<file path="src/rtl/flag_register_branch_unit.sv">
// -----------------------------------------------------------------------------
// flag_register_branch_unit
//
// Sits behind the ALU flag indicator. Holds the architectural Z/C/N status
// register, a small LIFO so flags can be saved across calls/interrupts, and a
// three-state branch resolver that reports taken/not-taken plus the next PC.
//
// Ports
//   clk, rst_n      rising-edge clock, asynchronous active-low reset
//   Flags_in[2:0]   combinational flags from the indicator ([0]=Z [1]=C [2]=N)
//   flag_we         latch Flags_in at the next edge
//   push_flags      save Flags_out onto the stack
//   pop_flags       restore top of stack into the flag register
//   err_clr         clear sticky stack_err
//   br_req          branch resolve request (pulse, dropped while busy)
//   br_cond[2:0]    condition code
//   br_target[N-1:0], pc_next[N-1:0]  taken / fall-through PCs
//   Flags_out[2:0]  registered flags
//   br_busy         resolver not idle
//   br_valid        one-cycle pulse, br_taken/pc_out valid
//   br_taken, pc_out[N-1:0]  resolved branch (held outside br_valid)
//   stack_full, stack_empty, stack_err  stack status
// -----------------------------------------------------------------------------
module flag_register_branch_unit #(
    parameter int unsigned N           = 8,
    parameter int unsigned STACK_DEPTH = 4
) (
    input  logic         clk,
    input  logic         rst_n,
    input  logic [2:0]   Flags_in,
    input  logic         flag_we,
    input  logic         push_flags,
    input  logic         pop_flags,
    input  logic         err_clr,
    input  logic         br_req,
    input  logic [2:0]   br_cond,
    input  logic [N-1:0] br_target,
    input  logic [N-1:0] pc_next,
    output logic [2:0]   Flags_out,
    output logic         br_busy,
    output logic         br_valid,
    output logic         br_taken,
    output logic [N-1:0] pc_out,
    output logic         stack_full,
    output logic         stack_empty,
    output logic         stack_err
);

    localparam int unsigned IdxW = $clog2(STACK_DEPTH);
    // One extra bit so "full" is distinguishable from "empty" without wrap.
    localparam int unsigned PtrW = IdxW + 1;
    localparam logic [PtrW-1:0] FullCount = PtrW'(STACK_DEPTH);

    typedef enum logic [1:0] {
        StIdle,
        StEval,
        StResp
    } brState_e;

    brState_e        stateQ, stateD;
    logic [2:0]      flagsQ, flagsD;
    logic [PtrW-1:0] ptrQ, ptrD, topPtr;
    logic            errQ, errD;
    logic [2:0]      stackMem [STACK_DEPTH];

    logic [2:0]      condQ;
    logic [N-1:0]    targetQ, pcNextQ;
    logic            takenQ;
    logic [N-1:0]    pcOutQ;
    logic            condTrue;

    logic pushOnly, popOnly, doPush, doPop, stackFault;

    // ---------------------------------------------------------------- stack
    assign stack_full  = (ptrQ == FullCount);
    assign stack_empty = (ptrQ == '0);
    assign topPtr      = ptrQ - PtrW'(1);

    // Simultaneous push and pop cancel each other without raising an error.
    assign pushOnly   = push_flags & ~pop_flags;
    assign popOnly    = pop_flags & ~push_flags;
    assign doPush     = pushOnly & ~stack_full;
    assign doPop      = popOnly & ~stack_empty;
    assign stackFault = (pushOnly & stack_full) | (popOnly & stack_empty);

    always_comb begin
        flagsD = flagsQ;
        if (doPop) begin
            flagsD = stackMem[topPtr[IdxW-1:0]];
        end else if (flag_we) begin
            flagsD = Flags_in;
        end
    end

    always_comb begin
        ptrD = ptrQ;
        if (doPush) begin
            ptrD = ptrQ + PtrW'(1);
        end else if (doPop) begin
            ptrD = topPtr;
        end
    end

    // A new fault in the same cycle as err_clr keeps the flag set.
    always_comb begin
        errD = errQ;
        if (stackFault) begin
            errD = 1'b1;
        end else if (err_clr) begin
            errD = 1'b0;
        end
    end

    always_ff @(posedge clk or negedge rst_n) begin
        if (!rst_n) begin
            flagsQ <= 3'b000;
            ptrQ   <= '0;
            errQ   <= 1'b0;
        end else begin
            flagsQ <= flagsD;
            ptrQ   <= ptrD;
            errQ   <= errD;
        end
    end

    // Storage only; validity is tracked by ptrQ, so no reset is needed.
    always_ff @(posedge clk) begin
        if (doPush) begin
            stackMem[ptrQ[IdxW-1:0]] <= flagsQ;
        end
    end

    assign Flags_out = flagsQ;
    assign stack_err = errQ;

    // --------------------------------------------------------- branch unit
    // Evaluated in EVAL against the flag register as it stands then, so a
    // flag write or pop in the request cycle is already visible.
    always_comb begin
        condTrue = 1'b0;
        case (condQ)
            3'b000:  condTrue = 1'b1;
            3'b001:  condTrue = flagsQ[0];
            3'b010:  condTrue = ~flagsQ[0];
            3'b011:  condTrue = flagsQ[1];
            3'b100:  condTrue = ~flagsQ[1];
            3'b101:  condTrue = flagsQ[2];
            3'b110:  condTrue = ~flagsQ[2];
            default: condTrue = 1'b0;
        endcase
    end

    always_comb begin
        stateD = stateQ;
        unique case (stateQ)
            StIdle:  if (br_req) stateD = StEval;
            StEval:  stateD = StResp;
            StResp:  stateD = StIdle;
            default: stateD = StIdle;
        endcase
    end

    always_ff @(posedge clk or negedge rst_n) begin
        if (!rst_n) begin
            stateQ <= StIdle;
        end else begin
            stateQ <= stateD;
        end
    end

    always_ff @(posedge clk or negedge rst_n) begin
        if (!rst_n) begin
            condQ   <= 3'b000;
            targetQ <= '0;
            pcNextQ <= '0;
            takenQ  <= 1'b0;
            pcOutQ  <= '0;
        end else begin
            if (stateQ == StIdle && br_req) begin
                condQ   <= br_cond;
                targetQ <= br_target;
                pcNextQ <= pc_next;
            end
            if (stateQ == StEval) begin
                takenQ <= condTrue;
                pcOutQ <= condTrue ? targetQ : pcNextQ;
            end
        end
    end

    assign br_busy  = (stateQ != StIdle);
    assign br_valid = (stateQ == StResp);
    assign br_taken = takenQ;
    assign pc_out   = pcOutQ;

endmodule

</file>
<file path="config.mk">
export PLATFORM = sky130hd
export DESIGN_NAME = flag_register_branch_unit
export DESIGN_NICKNAME = d
export VERILOG_FILES = /design/src/rtl/flag_register_branch_unit.sv
export SDC_FILE = /design/constraint.sdc
export NUM_CORES = 1
export LEC_CHECK = 0
export CAP_MARGIN = 20
export CORE_ASPECT_RATIO = 1.75
export CORE_MARGIN = 8
export CORE_UTILIZATION = 30
export DETAILED_ROUTE_END_ITERATION = 12
export PLACE_DENSITY = 0.62
export SLEW_MARGIN = 20
export SYNTH_ARGS = -nofsm -noshare
export SYNTH_HDL_FRONTEND = slang
export SYNTH_SLANG_ARGS = --single-unit
</file>
<file path="constraint.sdc">
create_clock -name clk -period 2.35 [get_ports clk]
set_clock_uncertainty 0.1 [all_clocks]
set_input_delay 0.47 -clock clk [delete_from_list [all_inputs] [get_ports clk]]
set_output_delay 0.47 -clock clk [all_outputs]
set_load 0.03 [all_outputs]
</file>
Yosys cells after proc, flatten, opt, wreduce, memory -nomap -nowiden --
Memory sizes are Yosys's and may differ from the RTL's. Cells that the tools add are included.
Storage, ports and cells: bits in registers 37, memory bits (writable) 12, bits of input ports 29, output and inout bits 17, memories kept 1
Memory list:
- stackMem | words 4, width 3, read ports 1, clocked after memory_dff 0, wr ports 1, RTL line 64 | logic [2:0] stackMem [STACK_DEPTH];
Cells by class: add/subtract/negate cells 2, equal/unequal tests 10, mux-type cells 12, bitwise gates (word level) 14, reduce and logical (&&, ||, !) cells 8
Operators by type and width (number):
- $eq A3 B3 Y1 const B | 4
- $mux W3 | 4
- $mux W8 | 1
- $reduce_bool A2 Y1 | 4
- $not A1 Y1 | 7
- $pmux W1 S7 | 1
- $and A1 B1 Y1 | 6
- $eq A3 B2 Y1 const B | 2
- $logic_not A3 Y1 | 2
- $mux W1 | 4
- $pmux W2 S2 | 1
- $add A3 B1 Y3 const B | 1
- $eq A3 B1 Y1 const B | 1
- $sub A3 B1 Y3 const B | 1
- $eq A2 B1 Y1 const B | 1
- $eq A2 B2 Y1 const B | 1
- $logic_not A2 Y1 | 1
- $mux W2 | 1
- $ne A2 B2 Y1 const B | 1
- $logic_and A1 B1 Y1 | 1
- $or A1 B1 Y1 | 1

Depth between registers and ports, before layout --
Gate-level depths: netlist (run 1).
word-level depth 5, gate-level depth with buffers 7, gate-level depth less buffers 6

Least setup slack after synthesis (run 1) --
OpenSTA, ideal clock, no wires.
path kind register to register, start register ptrQ[0], end memory stackMem[1][0], enable pin, library setup time 0.303 ns, arrival 1.728 ns, data required time 1.947 ns, setup slack 0.219 ns, cell stages (with the launch flop) 7, path buffers 1, cells stage by stage dfrtp_1 > clkbuf_1 > inv_1 > ha_1 > and2_1 > nor2_1 > and2_1
On the way: word-level cells in the longest chain between the ends 5
RTL lines:
- start, declared | RTL line 62 | logic [PtrW-1:0] ptrQ, ptrD, topPtr;
- start signal, assigned | RTL line 121 | ptrQ <= ptrD;
- $eq A3 B3 Y1 | RTL line 75 | assign stack_full = (ptrQ == FullCount);
- via stack_full | RTL line 44 | output logic stack_full,
- $not A1 Y1 | RTL line 82 | assign doPush = pushOnly & ~stack_full;
- $and A1 B1 Y1 | RTL line 82
- $mux W1 | RTL line 128 | if (doPush) begin
- $mux W1 (implied by the code) | RTL line 129 | stackMem[ptrQ[IdxW-1:0]] <= flagsQ;
- end, declared | RTL line 64
The timed path passes the listed nets, and every way through them passes these cells.

Worst setup path in the final report (run 1) --
start register ptrQ[1], end output stack_full
On the way: word-level cells in the longest chain between the ends 1
RTL lines (RTL line):
- $eq A3 B3 Y1 | 75
- end, declared | 44
Every way passes these cells.

==> summary.md, run 1 <==
| Metric | Value |
|---|---|
| Status | finished, final reports clean |
| Worst-skew pair later-pin latency | 290 ps |
| Deepest clock path buffer count | 2 |
| Worst EP required | 1780 ps |
| Worst slew pin tran | around 820 ps |
| Number of buffers added on ports | 45 |
| Area of the multi-input gates | 882 um^2 |
| Hold Slack | between 150 and 200 ps |
| Initial Utilization | 30.9% |
| Ys flop type | dfrtp_1 |
| Yosys Warn Count | 0 |
| Wire per inst | 16.5 um |
| Ports | 46 |
| Pin count of the biggest net entering global routing | 38 |
| Total power | 0.00360 W |
| Total Routing Usage GR | 10.2% |
| Total CTS buffers | 5 |
| Max-Cap Viols | 0 |
| Syn_area_per_cell | 13.4 um^2 |
| Worst Setup Path Type | register to output port |
| Setup_tns | 0 ps |
| Slew HR | between 40% and 50% |
| Synthesized cell area | approximately 2200 um^2 |
| Net Count, Synth | 201 |
| CTS resizes | 1 |
| Final Util | 41.1% |
| ANT nets after route | 0 |
| Setup crit start kind | register |
| Yosys reg bits | 49 |
| Initial antenna violation count | 0 |
| Post-CTS Setup Repair Bufs | 0 |
| CTS Hold Bufs | 0 |
| Power Dens Cells | 1210 nW/um^2 |
| Die H | 130 um |
| Cell count after synthesis | 167 |
| Gr ovfl total | 0 |
| Layout cell share with drive strength beyond 1 | 12.8% |
| Cell Rows | 41 |
| Die Span X | 81.2 um |
| Placed Instance Area | ~2800 um^2 |
| Tcrit/Tclk final | just over 90% |
| H-tree levels | 2 |
| Fmax | 466 MHz |
| Fillers | around 700 |
| Number of synthesized flops with an enable pin | 12 |
| Post-DP HPWL | 3860 um |
| Initial drt markers | 45 |
| Register area | 1290 um^2 |
| Clock sink count | 49 |
| Via count | 1,506 |
| Commonest non-fill, non-tap cell in the layout | clkdlybuf4s50_1 |
| CP max FO | 4 |
| VDD IR-drop max | 0.533 mV |
| Synth unique cells | 34 |
| Final Hold Viols | 0 |
| Period minus WS final | 2140 ps |
| Final Cell Area | 2970 um^2 |
| Synth async-reset ratio | 75.5% |
| First-pass GRT wire length | around 8100 um |
| Diode count | 0 |
| # nets final | 252 |
| Leak pwr | 1.20 nW |
| Vias in the first global route | 1,609 |
| GPL Wtd Cong | 0.713 |
| Vias per cell | 4.94 |
| Worst min path class | primary input to asynchronous set/reset pin |
| Core Area | between 7000 and 8000 um^2 |
| RSZ-0062 raised after global routing | false |
| Register area share after synthesis | 57.6% |
| Router iterations before antenna repair | 4 |
| Reg clk slew, reported paths | 60 ps |
| CTS root buf | clkbuf_16 |
| Max-slew violations | 0 |
| TritonCTS clock tree | done |
| Final setup viols | 0 |
| Setup crit end kind | output port |
| P&R area growth vs syn | 33.2% |
| Most frequent cells in the layout | 42 x clkdlybuf4s50_1, 37 x dfrtp_1, 19 x mux2_1 |
| Critical path data arrival time | 1570 ps |
| # DRC | 0 |
| Die ar. | 10,600 um^2 |
| Detailed Route WL | 5030 um |
state kept, by name (all words and copies together) (netlist names):
signal / flops
stackMem: 12
pcNextQ: 8
pc_out: 8
targetQ: 8
Flags_out: 3
condQ: 3
ptrQ: 3
stateQ: 2
br_taken: 1
stack_err: 1
metrics by stage:
step           instances  worst slack [ps]
2_1_floorplan        167               219
5_1_grt              305               117
6_report             305               205
4_1_cts              305               199
3_5_place_dp         297               243
3_3_place_gp         297               284
kinds of logic after synthesis:
| group | synth area share [%] |
|---|---|
| fa+ha+maj | 2.80 |
| simple gates | 10.9 |
| mux | 14.9 |
| compound gates | 10.2 |
| xor+xnor | 0.785 |
| buf+inv | 2.86 |
| flops | 57.6 |
layout make-up:
cell class | instances | area share [%]
Sequential cell | 49 | 43.2
Multi-Input combinational cell | 105 | 29.7
Timing Repair Buffer | 52 | 16.6
Clock buffer | 6 | 5.05
Tap cell | 86 | 3.62
Clock inverter | 2 | 1.18
Inverter | 5 | 0.631
Yosys cell counts, types with 2 or more instances:
cell type / number / area, um^2
mux2i_1: 5 / 50.1
a31oi_1: 8 / 50.1
o31ai_1: 8 / 60.1
nand4_1: 9 / 56.3
nand2b_1: 2 / 12.5
ha_1: 5 / 62.6
buf_2: 3 / 15.0
buf_4: 3 / 22.5
dfrtp_1: 37 / 926
nor2_1: 11 / 41.3
and2_1: 4 / 25.0
nor2_2: 2 / 12.5
mux2_1: 19 / 214
mux4_2: 3 / 67.6
xnor2_1: 2 / 17.5
inv_1: 5 / 18.8
nand2_1: 5 / 18.8
nor2b_1: 5 / 31.3
o21ai_1: 4 / 20.0
clkbuf_1: 2 / 7.51
edfxtp_1: 12 / 360
routing by layer:
metal | wire [um] | track usage (%)
met4 | 118 | 4.97
met1 | 1940 | 10.6
met3 | 239 | 2.89
met5 | 0 | 0
met2 | 2740 | 18.2
worst paths after layout:
check	startpoint	end	slack (ps)	depth (start not counted)
max	ptrQ[1]$_DFFE_PN0P_	stack_full	210	4
min	rst_n	targetQ[5]$_DFFE_PN0P_	180	1
max reg2reg	ptrQ[1]$_DFFE_PN0P_	stackMem[1][0]$_DFFE_PP_	490	5
min reg2reg	pcNextQ[5]$_DFFE_PN0P_	pcNextQ[5]$_DFFE_PN0P_	390	1
max in group asynchronous	rst_n	stack_err$_DFFE_PN0P_	1450	1
min in group clk	pcNextQ[5]$_DFFE_PN0P_	pcNextQ[5]$_DFFE_PN0P_	390	1
worst max-delay path, cell delays in order (launching register included):
cell           delay, ps
dfrtp_1              400
inv_1                130
ha_1                 210
and2_1               150
dlygate4sd2_1        410
power breakdown:
group	total [W]	switching, W	internal [W]
clock	0.000866	0.000302	0.000565
sequential	0.00134	0.000195	0.00114
combinational	0.00140	0.000759	0.000639
total	0.00360	0.00126	0.00235
Power figures use the tool's default switching activity.
==> inputs of run 2 (changes only) <==
--- a/config.mk
+++ b/config.mk
@@ -10,6 +10,7 @@
 export CORE_MARGIN = 8
 export CORE_UTILIZATION = 30
 export DETAILED_ROUTE_END_ITERATION = 12
+export GPL_TIMING_DRIVEN = 0
 export PLACE_DENSITY = 0.62
 export SLEW_MARGIN = 20
 export SYNTH_ARGS = -nofsm -noshare
==> run 2 against run 1 <==
Final area shrank 0.93%. Sequential power is essentially flat. Wire length shrank 1.5%. Critical endpoint unchanged.
==> summary.md, run 2 (synthesized netlist as in run 1, its figures left out) <==
| Metric | Value |
|---|---|
| Status | finished, final reports clean |
| Initial Utilization | 30.9% (unchanged) |
| Initial antenna violation count | 0 (unchanged) |
| Router iterations before antenna repair | 4 (unchanged) |
| Power Dens Cells | 1150 nW/um^2 (-4.9%) |
| Leak pwr | 1.18 nW (-1.4%) |
| Worst Setup Path Type | register to output port |
| Layout cell share with drive strength beyond 1 | 12.7% (-0.12 points) |
| Worst-skew pair later-pin latency | 280 ps (about the same) |
| Vias per cell | 4.89 (-0.98%) |
| Commonest non-fill, non-tap cell in the layout | clkdlybuf4s50_1 |
| Vias in the first global route | 1,712 (+6.4%) |
| VDD IR-drop max | 0.507 mV (-5.0%) |
| Post-CTS Setup Repair Bufs | 0 (unchanged) |
| Period minus WS final | 2200 ps (+52.4 ps) |
| Tcrit/Tclk final | 93.5% (+2.2 points) |
| Top cell family by delay on the critical path | buffers and inverters |
| RSZ-0062 raised after global routing | false |
| Gr ovfl total | 0 (unchanged) |
| Die H | 130 um (unchanged) |
| GPL Wtd Cong | 0.759 (+6.4%) |
| CP max FO | 7 (+3) |
| Final Hold Viols | 0 (unchanged) |
| Total Routing Usage GR | 10.2% (-0.013 points) |
| Max FFs per register | 12 (unchanged) |
| Worst EP required | 1780 ps (about the same) |
| Total CTS buffers | 5 (unchanged) |
| Max-Cap Viols | 0 (unchanged) |
| TritonCTS clock tree | done |
| Hold Slack | 394 ps (+216 ps) |
| Die ar. | 10,600 um^2 (unchanged) |
| P&R area growth vs syn | 32.0% |
| DP Cell Count | 299 (+0.67%) |
| CP Cell Sequence | inv_1, ha_1, and2_1, clkdlybuf4s15_1 |
| # DRC | 0 (unchanged) |
| Final Util | 40.7% (-0.38 points) |
| Fmax | 455 MHz (-2.4%) |
| Cell Rows | 41 (unchanged) |
| Setup crit start kind | register |
| Setup crit end kind | output port |
| Critical path data arrival time | 1630 ps (+60 ps) |
| Worst Path Buf+Inv | 2 (unchanged) |
| Reg clk slew, reported paths | 60 ps (about the same) |
| Final setup viols | 0 (unchanged) |
| Post-DP HPWL | 3900 um (+0.95%) |
| Detailed Route WL | 4960 um (-1.5%) |
| Worst slew pin tran | 556 ps (-260 ps) |
| Pin count of the biggest net entering global routing | 31 (-18%) |
| Max-slew violations | 0 (unchanged) |
| Wire per inst | 16.1 um (-2.1%) |
| CP peak stage delay | 480 ps (+70 ps) |
| Ports | 46 (unchanged) |
| Number of buffers added on ports | 45 (unchanged) |
| ANT nets after route | 0 (unchanged) |
| H-tree levels | 2 (unchanged) |
| Initial drt markers | 48 (+6.7%) |
| Slowest cell on the critical path | dfrtp_2 |
| Deepest clock path buffer count | 2 (unchanged) |
| CTS root buf | clkbuf_16 |
| Die Span X | 81.2 um (unchanged) |
| Diode count | 0 (unchanged) |
| Clock sink count | 49 (unchanged) |
| Finished Layout Cells | 307 (+0.66%) |
| Slew HR | 62.9% (+17 points) |
| First-pass GRT wire length | 8310 um (+2.0%) |
| Core Area | 7230 um^2 (unchanged) |
| Worst min path class | register to register |
| Via count | 1,501 (-0.33%) |
| # nets final | 254 (+0.79%) |
| Most frequent cells in the layout | 42 x clkdlybuf4s50_1, 36 x dfrtp_1, 19 x mux2_1 |
## run 2: stage by stage
step | cell area (um^2) | worst slack [ps] | total power, W | setup TNS [ps]
after global placement | 2790 | -258 | 0.00273 | -9520
after floorplan | 2230 | 219 | 0.00223 | 0
after detailed placement | 2810 | -104 | 0.00277 | -188
after CTS | 2950 | 22.3 | 0.00346 | 0
final | 2950 | 153 | 0.00339 | 0
after global routing | 2950 | 33.7 | 0.00363 | 0
## run 2: per-layer routing
layer  GRT usage, %  wire length, um  vias up
li1               -                -      720
met1           10.5             1850      743
met2           18.6             2770       31
met3           2.41              218        7
met4           4.97              126        0
met5              0                0        -
## run 2: final timing paths
| check | slack (ps) | depth (start not counted) | from | to |
|---|---|---|---|---|
| worst max-delay path | 150 | 4 | ptrQ[0]$_DFFE_PN0P_ | stack_full |
| worst min-delay path | 390 | 1 | pcNextQ[5]$_DFFE_PN0P_ | pcNextQ[5]$_DFFE_PN0P_ |
| worst max register to register | 320 | 5 | ptrQ[0]$_DFFE_PN0P_ | stackMem[1][1]$_DFFE_PP_ |
| worst min register to register | 390 | 1 | pcNextQ[5]$_DFFE_PN0P_ | pcNextQ[5]$_DFFE_PN0P_ |
| max in group asynchronous | 1240 | 3 | rst_n | ptrQ[0]$_DFFE_PN0P_ |
| min in group asynchronous | 480 | 2 | rst_n | condQ[2]$_DFFE_PN0P_ |
## run 2: power by group
part           leakage, nW  switching [W]  internal [W]
clock               0.0706       0.000291      0.000391
sequential           0.541       0.000229       0.00115
combinational        0.566       0.000716      0.000623
## run 2: final cells by class
type | instances | area (um^2)
buffer | 7 | 41.3
clock buffer | 6 | 129
clock inverter | 2 | 10.0
fill | 701 | 4290
inverter | 5 | 18.8
multi-input combinational | 105 | 882
sequential | 49 | 1290
tap | 86 | 108
timing repair buffer | 47 | 470
## run 2: timing repair
action,CTS,global route
endpoints found under the setup margin,2,2
hold endpoints to repair,7,0
gates resized for setup,3,3
hold buffers,1,0
